<file path="config.mk">
export PLATFORM = sky130hd
export DESIGN_NAME = chu_gpi_dbnc_flat
export DESIGN_NICKNAME = d
export VERILOG_FILES = /design/src/rtl/chu_gpi_dbnc_if.sv /design/src/rtl/chu_gpi_dbnc.sv /design/src/flat_wrapper.sv
export SDC_FILE = /design/constraint.sdc
export NUM_CORES = 1
export LEC_CHECK = 0
export BUFFER_PORTS_ARGS = -buffer_cell sky130_fd_sc_hd__clkbuf_2
export CAP_MARGIN = 30
export CORE_MARGIN = 5
export CORE_UTILIZATION = 53
export CTS_CLUSTER_DIAMETER = 80
export DETAILED_ROUTE_END_ITERATION = 12
export GPL_ROUTABILITY_DRIVEN = 0
export PLACE_DENSITY_LB_ADDON = 0.08
export REMOVE_ABC_BUFFERS = 1
export SLEW_MARGIN = 0
export SYNTH_ARGS = -nofsm -noshare
export SYNTH_HDL_FRONTEND = slang
export SYNTH_SLANG_ARGS = --single-unit
</file>
<file path="constraint.sdc">
create_clock -name clk -period 1.4 [get_ports clk]
set_input_delay 0.21 -clock clk [delete_from_list [all_inputs] [get_ports clk]]
set_output_delay 0.21 -clock clk [all_outputs]
set_load 0.02 [all_outputs]
</file>
<file path="src/rtl/chu_gpi_dbnc_if.sv">
// Standard MMIO slot bus between the MMIO controller (master) and a slot core (slave).
interface chu_gpi_dbnc_if;
    logic        cs;
    logic        read;
    logic        write;
    logic [4:0]  addr;
    logic [31:0] wr_data;
    logic [31:0] rd_data;

    modport master (
        output cs, read, write, addr, wr_data,
        input  rd_data
    );

    modport slave (
        input  cs, read, write, addr, wr_data,
        output rd_data
    );
endinterface

</file>
<file path="src/rtl/chu_gpi_dbnc.sv">
// Debounced GPI slot core: per-bit 2-FF sync and debounce, sticky W1C
// rise/fall event registers and a maskable level interrupt.
module chu_gpi_dbnc #(
    parameter int W         = 8,
    parameter int DB_CYCLES = 4
) (
    input  logic           clk,
    input  logic           reset_n,
    chu_gpi_dbnc_if.slave  bus,
    input  logic [W-1:0]   din,
    output logic           irq
);

    localparam int CW = $clog2(DB_CYCLES + 1);
    localparam logic [CW-1:0] CNT_LAST = CW'(DB_CYCLES - 1);

    logic [W-1:0]  s1, s2, db, db_d;
    logic [CW-1:0] cnt [W];
    logic [W-1:0]  rise, fall, ie;
    logic [W-1:0]  rise_set, fall_set, rise_clr, fall_clr;
    logic          wr_en;
    logic          unused_bus;

    assign wr_en      = bus.cs & bus.write;
    assign unused_bus = &{1'b0, bus.read, bus.wr_data};

    always_ff @(posedge clk or negedge reset_n) begin
        if (!reset_n) begin
            s1   <= '0;
            s2   <= '0;
            db   <= '0;
            db_d <= '0;
            for (int unsigned i = 0; i < W; i++) cnt[i] <= '0;
        end else begin
            s1   <= din;
            s2   <= s1;
            db_d <= db;
            for (int unsigned i = 0; i < W; i++) begin
                if (s2[i] == db[i]) begin
                    cnt[i] <= '0;
                end else if (cnt[i] == CNT_LAST) begin
                    db[i]  <= s2[i];
                    cnt[i] <= '0;
                end else begin
                    cnt[i] <= cnt[i] + 1'b1;
                end
            end
        end
    end

    assign rise_set = db & ~db_d;
    assign fall_set = ~db & db_d;

    always_comb begin
        rise_clr = '0;
        fall_clr = '0;
        if (wr_en && bus.addr == 5'd1) rise_clr = bus.wr_data[W-1:0];
        if (wr_en && bus.addr == 5'd2) fall_clr = bus.wr_data[W-1:0];
    end

    // Set is OR-ed in after the clear so a same-edge event survives a W1C.
    always_ff @(posedge clk or negedge reset_n) begin
        if (!reset_n) begin
            rise <= '0;
            fall <= '0;
            ie   <= '0;
        end else begin
            rise <= (rise & ~rise_clr) | rise_set;
            fall <= (fall & ~fall_clr) | fall_set;
            if (wr_en && bus.addr == 5'd3) ie <= bus.wr_data[W-1:0];
        end
    end

    always_comb begin
        bus.rd_data = '0;
        case (bus.addr)
            5'd0:    bus.rd_data = 32'(db);
            5'd1:    bus.rd_data = 32'(rise);
            5'd2:    bus.rd_data = 32'(fall);
            5'd3:    bus.rd_data = 32'(ie);
            default: bus.rd_data = '0;
        endcase
    end

    assign irq = |((rise | fall) & ie);

endmodule
</file>
<file path="src/flat_wrapper.sv">
// flat-port wrapper written by rule: the top's interface ports become plain ports
module chu_gpi_dbnc_flat 
#(
    parameter int W         = 8,
    parameter int DB_CYCLES = 4
)
  (clk, reset_n, din, irq, bus_cs, bus_read, bus_write, bus_addr, bus_wr_data, bus_rd_data);
  chu_gpi_dbnc_if bus_i ();
  input  logic clk;
  input  logic reset_n;
  input  logic [W-1:0] din;
  output logic irq;
  input wire logic [$bits(bus_i.cs)-1:0] bus_cs;
  input wire logic [$bits(bus_i.read)-1:0] bus_read;
  input wire logic [$bits(bus_i.write)-1:0] bus_write;
  input wire logic [$bits(bus_i.addr)-1:0] bus_addr;
  input wire logic [$bits(bus_i.wr_data)-1:0] bus_wr_data;
  output wire logic [$bits(bus_i.rd_data)-1:0] bus_rd_data;
  assign bus_i.cs = bus_cs;
  assign bus_i.read = bus_read;
  assign bus_i.write = bus_write;
  assign bus_i.addr = bus_addr;
  assign bus_i.wr_data = bus_wr_data;
  assign bus_rd_data = bus_i.rd_data;
  chu_gpi_dbnc #(.W(W), .DB_CYCLES(DB_CYCLES)) u_core (.clk(clk), .reset_n(reset_n), .bus(bus_i), .din(din), .irq(irq));
endmodule
</file>
==> impl_metrics.env <==
export IMPL_reg_to_reg_startpoint="u_core.cnt[12]"
export IMPL_initial_utilization_pct=54.1
export IMPL_critical_path_n_buffers_inverters=1
export IMPL_cts_sinks=80
export IMPL_critical_path_top_delay_family="multiplexers"
export IMPL_die_area_sq_mm=0.00811
export IMPL_dpl_cell_count=390
export IMPL_totalNegativeSetupSlack_ns=-2.59
export IMPL_setup_worst_path_end_class="output pin"
export IMPL_number_of_levels_the_h_tree_was_split_into=3
export IMPL_crit_chain="mux4_2 > and2_4 > buf_8"
export IMPL_globalRouteTotalUtil_pct=16.5
export IMPL_ff2ff_setup_slack_ns=0.19
export IMPL_antenna_cells_inserted=0
export IMPL_worstSkewPairLatency_ns=0.34
export IMPL_timing_critical_path_arrival_ns=1.49
export IMPL_ys_warn_count=0
export IMPL_worst_setup_path_startpoint="u_core.ie[0]"
export IMPL_layoutNonFillerInstCount=419
export IMPL_final_max_slew_viol_count=0
export IMPL_slowest_cp_cell="sky130_fd_sc_hd__mux4_2"
export IMPL_numPortBuffers=33
export IMPL_worstRegToRegCells=3
export IMPL_nFillCells=506
export IMPL_syn_area_per_cell_sq_um=12.8
export IMPL_detailed_place_hpwl_microns=4510
export IMPL_globalRoute_totalOverflow=0
export IMPL_cts_inserted_buffers=9
export IMPL_antenna_violations_before_repair=0
export IMPL_first_global_vias=2245
export IMPL_synth_cells=266
export IMPL_finish_instance_area_sq_mm=0.00410
export IMPL_worst_hold_startpoint="bus_wr_data[4]"
export IMPL_post_route_period_util_pct=122
export IMPL_layout_cells_most_common="sky130_fd_sc_hd__dfrtp_1"
export IMPL_post_layout_total_power_mw=5.97
export IMPL_layout_common_cells="80 x sky130_fd_sc_hd__dfrtp_1, 29 x sky130_fd_sc_hd__o21ai_0, 24 x sky130_fd_sc_hd__conb_1"
export IMPL_criticalPathCategory="reg -> out"
export IMPL_drt_pass1_iterations=4
export IMPL_netlist_cell_types=27
export IMPL_synth_edff_count=0
export IMPL_worst_ir_drop_vdd_mv=1.08
export IMPL_final_setup_skew_ns=0.00532
export IMPL_pwr_density_cell_mw_per_mm2=1460
export IMPL_die_height_microns=90.1
export IMPL_via_count=2185
export IMPL_route_detailed_vias_per_inst=5.21
export IMPL_floorplan_core_area_sq_mm=0.00628
export IMPL_maxCapViolations=0
export IMPL_asyncSetResetFlopFracSynth_pct=100
export IMPL_leakage_power_nw=1.91
export IMPL_timing_fmax_ghz=0.588
export IMPL_dominantRegCellSynth="sky130_fd_sc_hd__dfrtp_1"
export IMPL_final_period_minus_worst_setup_slack_ns=1.70
export IMPL_timing_critical_path_depth=3
export IMPL_detail_route_antenna_nets=0
export IMPL_dieWidth_microns=90.1
export IMPL_failing_checks="negative setup slack"
export IMPL_route_final_wire_length_microns=6230
export IMPL_postSynthRegisterBits=80
export IMPL_finish_utilization_pct=65.3
export IMPL_grt_max_degree=43
export IMPL_hold_path_class="in -> reg"
export IMPL_drc_errors=0
export IMPL_final_net_count=395
export IMPL_critical_path_max_stage_delay_ns=0.47
export IMPL_cts_tree="done"
export IMPL_seq_area_sq_mm=0.00200
export IMPL_syn_cell_area_sq_mm=0.00340
export IMPL_grt_setup_unrepaired="true"
export IMPL_crit_path_start_kind="flip-flop"
export IMPL_multi_input_area_sq_mm=0.00124
export IMPL_cts_root_buf="sky130_fd_sc_hd__clkbuf_8"
export IMPL_synthToLayoutAreaGrowth_pct=20.6
export IMPL_clock_pin_slew_reported_for_the_worst_setup_and_hold_paths_after_clock_tree_synthesis_ns=0.08
export IMPL_placedInstanceArea_sq_mm=0.00370
export IMPL_floorplan_rows=29
export IMPL_status="complete, but fails checks"
export IMPL_drive_gt1_share_pct=30.1
export IMPL_whs_path_depth=2
export IMPL_setup_violations_final=9
export IMPL_crit_path_max_fanout=3
export IMPL_synth_yosys_seq_area_share_pct=58.9
export IMPL_worstPathRequired_ns=1.19
export IMPL_cts_path_max_buffers=2
export IMPL_num_ports=83
export IMPL_detailedRoute_firstIterationViolations=99
export IMPL_drt_wirelength_per_cell_microns=14.9
export IMPL_final_setup_worst_slack_ns=-0.301
export IMPL_count_of_final_hold_check_violations=0
export IMPL_grt_pass1_wl_microns=10800
==> state kept, by name, summed over array words and instances (netlist names) <==
signal       cells
u_core.ie        8
u_core.s1        8
u_core.db_d      8
u_core.s2        8
u_core.db        8
u_core.cnt      24
u_core.fall      8
u_core.rise      8
==> Yosys cell counts (all sizes together), types with 6 or more instances <==
cell	number	share of area, %
nor3b	15	3.3
mux4	8	5.3
dfrtp	80	59
and2	8	1.5
nor2b	9	1.7
inv	17	1.9
mux2	10	3.3
nand2	6	0.66
nor3	10	1.5
ha	8	2.9
buf	27	5.8
xnor2	8	2.1
o21ai	37	5.5
==> final timing paths <==
check | to
setup reg to reg | u_core.db[3]
hold reg to reg | u_core.s2[5]
min in group asynchronous | u_core.cnt[5]
max in group asynchronous | u_core.ie[4]
hold / removal | u_core.ie[4]
setup / recovery | bus_rd_data[0]
==> area by class of cell <==
type                            count  area share, %
Tap cell                           77           2.35
Clock inverter                      5          0.794
Timing Repair Buffer               64           12.6
Multi-Input combinational cell    165           30.3
Inverter                           17           1.56
Sequential cell                    80           48.9
Clock buffer                       11           3.45
==> timing repair <==
item | in CTS | in global routing
hold buffers | 9 | 0
setup endpoints to repair | 9 | 9
gates resized for setup | 30 | 13
setup buffers | 3 | 1
hold endpoints to repair | 29 | 0
pin swaps | 8 | 1
==> power breakdown <==
part           switching, mW  internal, mW  leakage [nW]
registers              0.229          2.78         0.951
clock network          0.800         0.686        0.0813
logic                  0.724         0.753         0.875
total                   1.75          4.22          1.91
==> cell families (layout without fill, tap and decap cells) <==
| group | after synthesis | count (layout) | synth area share, % |
|---|---|---|---|
| simple gates | 64 | 64 | 12.7 |
| other cells | 1 | 24 | 0.110 |
| compound gates | 43 | 43 | 6.96 |
| mux | 18 | 18 | 8.62 |
| fa+ha+maj | 8 | 8 | 2.95 |
| flops | 80 | 80 | 58.9 |
| buf+inv | 44 | 97 | 7.70 |
| xor+xnor | 8 | 8 | 2.06 |
==> worst register-to-register path, stage by stage, from the launching register on <==
cell                      delay [ns]
sky130_fd_sc_hd__dfrtp_1        0.36
sky130_fd_sc_hd__ha_1           0.16
sky130_fd_sc_hd__nor2b_1        0.23
sky130_fd_sc_hd__mux2_2         0.36
==> layer usage <==
| layer | global-route usage (%) | vias up | part of all wire (%) |
|---|---|---|---|
| met5 | 0 | - | 0 |
| met4 | 6.70 | 0 | 2.0 |
| met3 | 4.59 | 13 | 6.4 |
| met2 | 24.9 | 66 | 47 |
| met1 | 22.6 | 1080 | 45 |
| li1 | - | 1026 | - |
==> through the flow <==
step / hold slack, ns / worst slack [ns]
after CTS: 0.108 / -0.333
after floorplan: -0.0856 / 0.0463
after global routing: 0.124 / -0.367
final: 0.120 / -0.301
after global placement: 0.121 / -0.222
after detailed placement: 0.125 / -0.223
No activity file was read; power rests on OpenSTA's default activity.
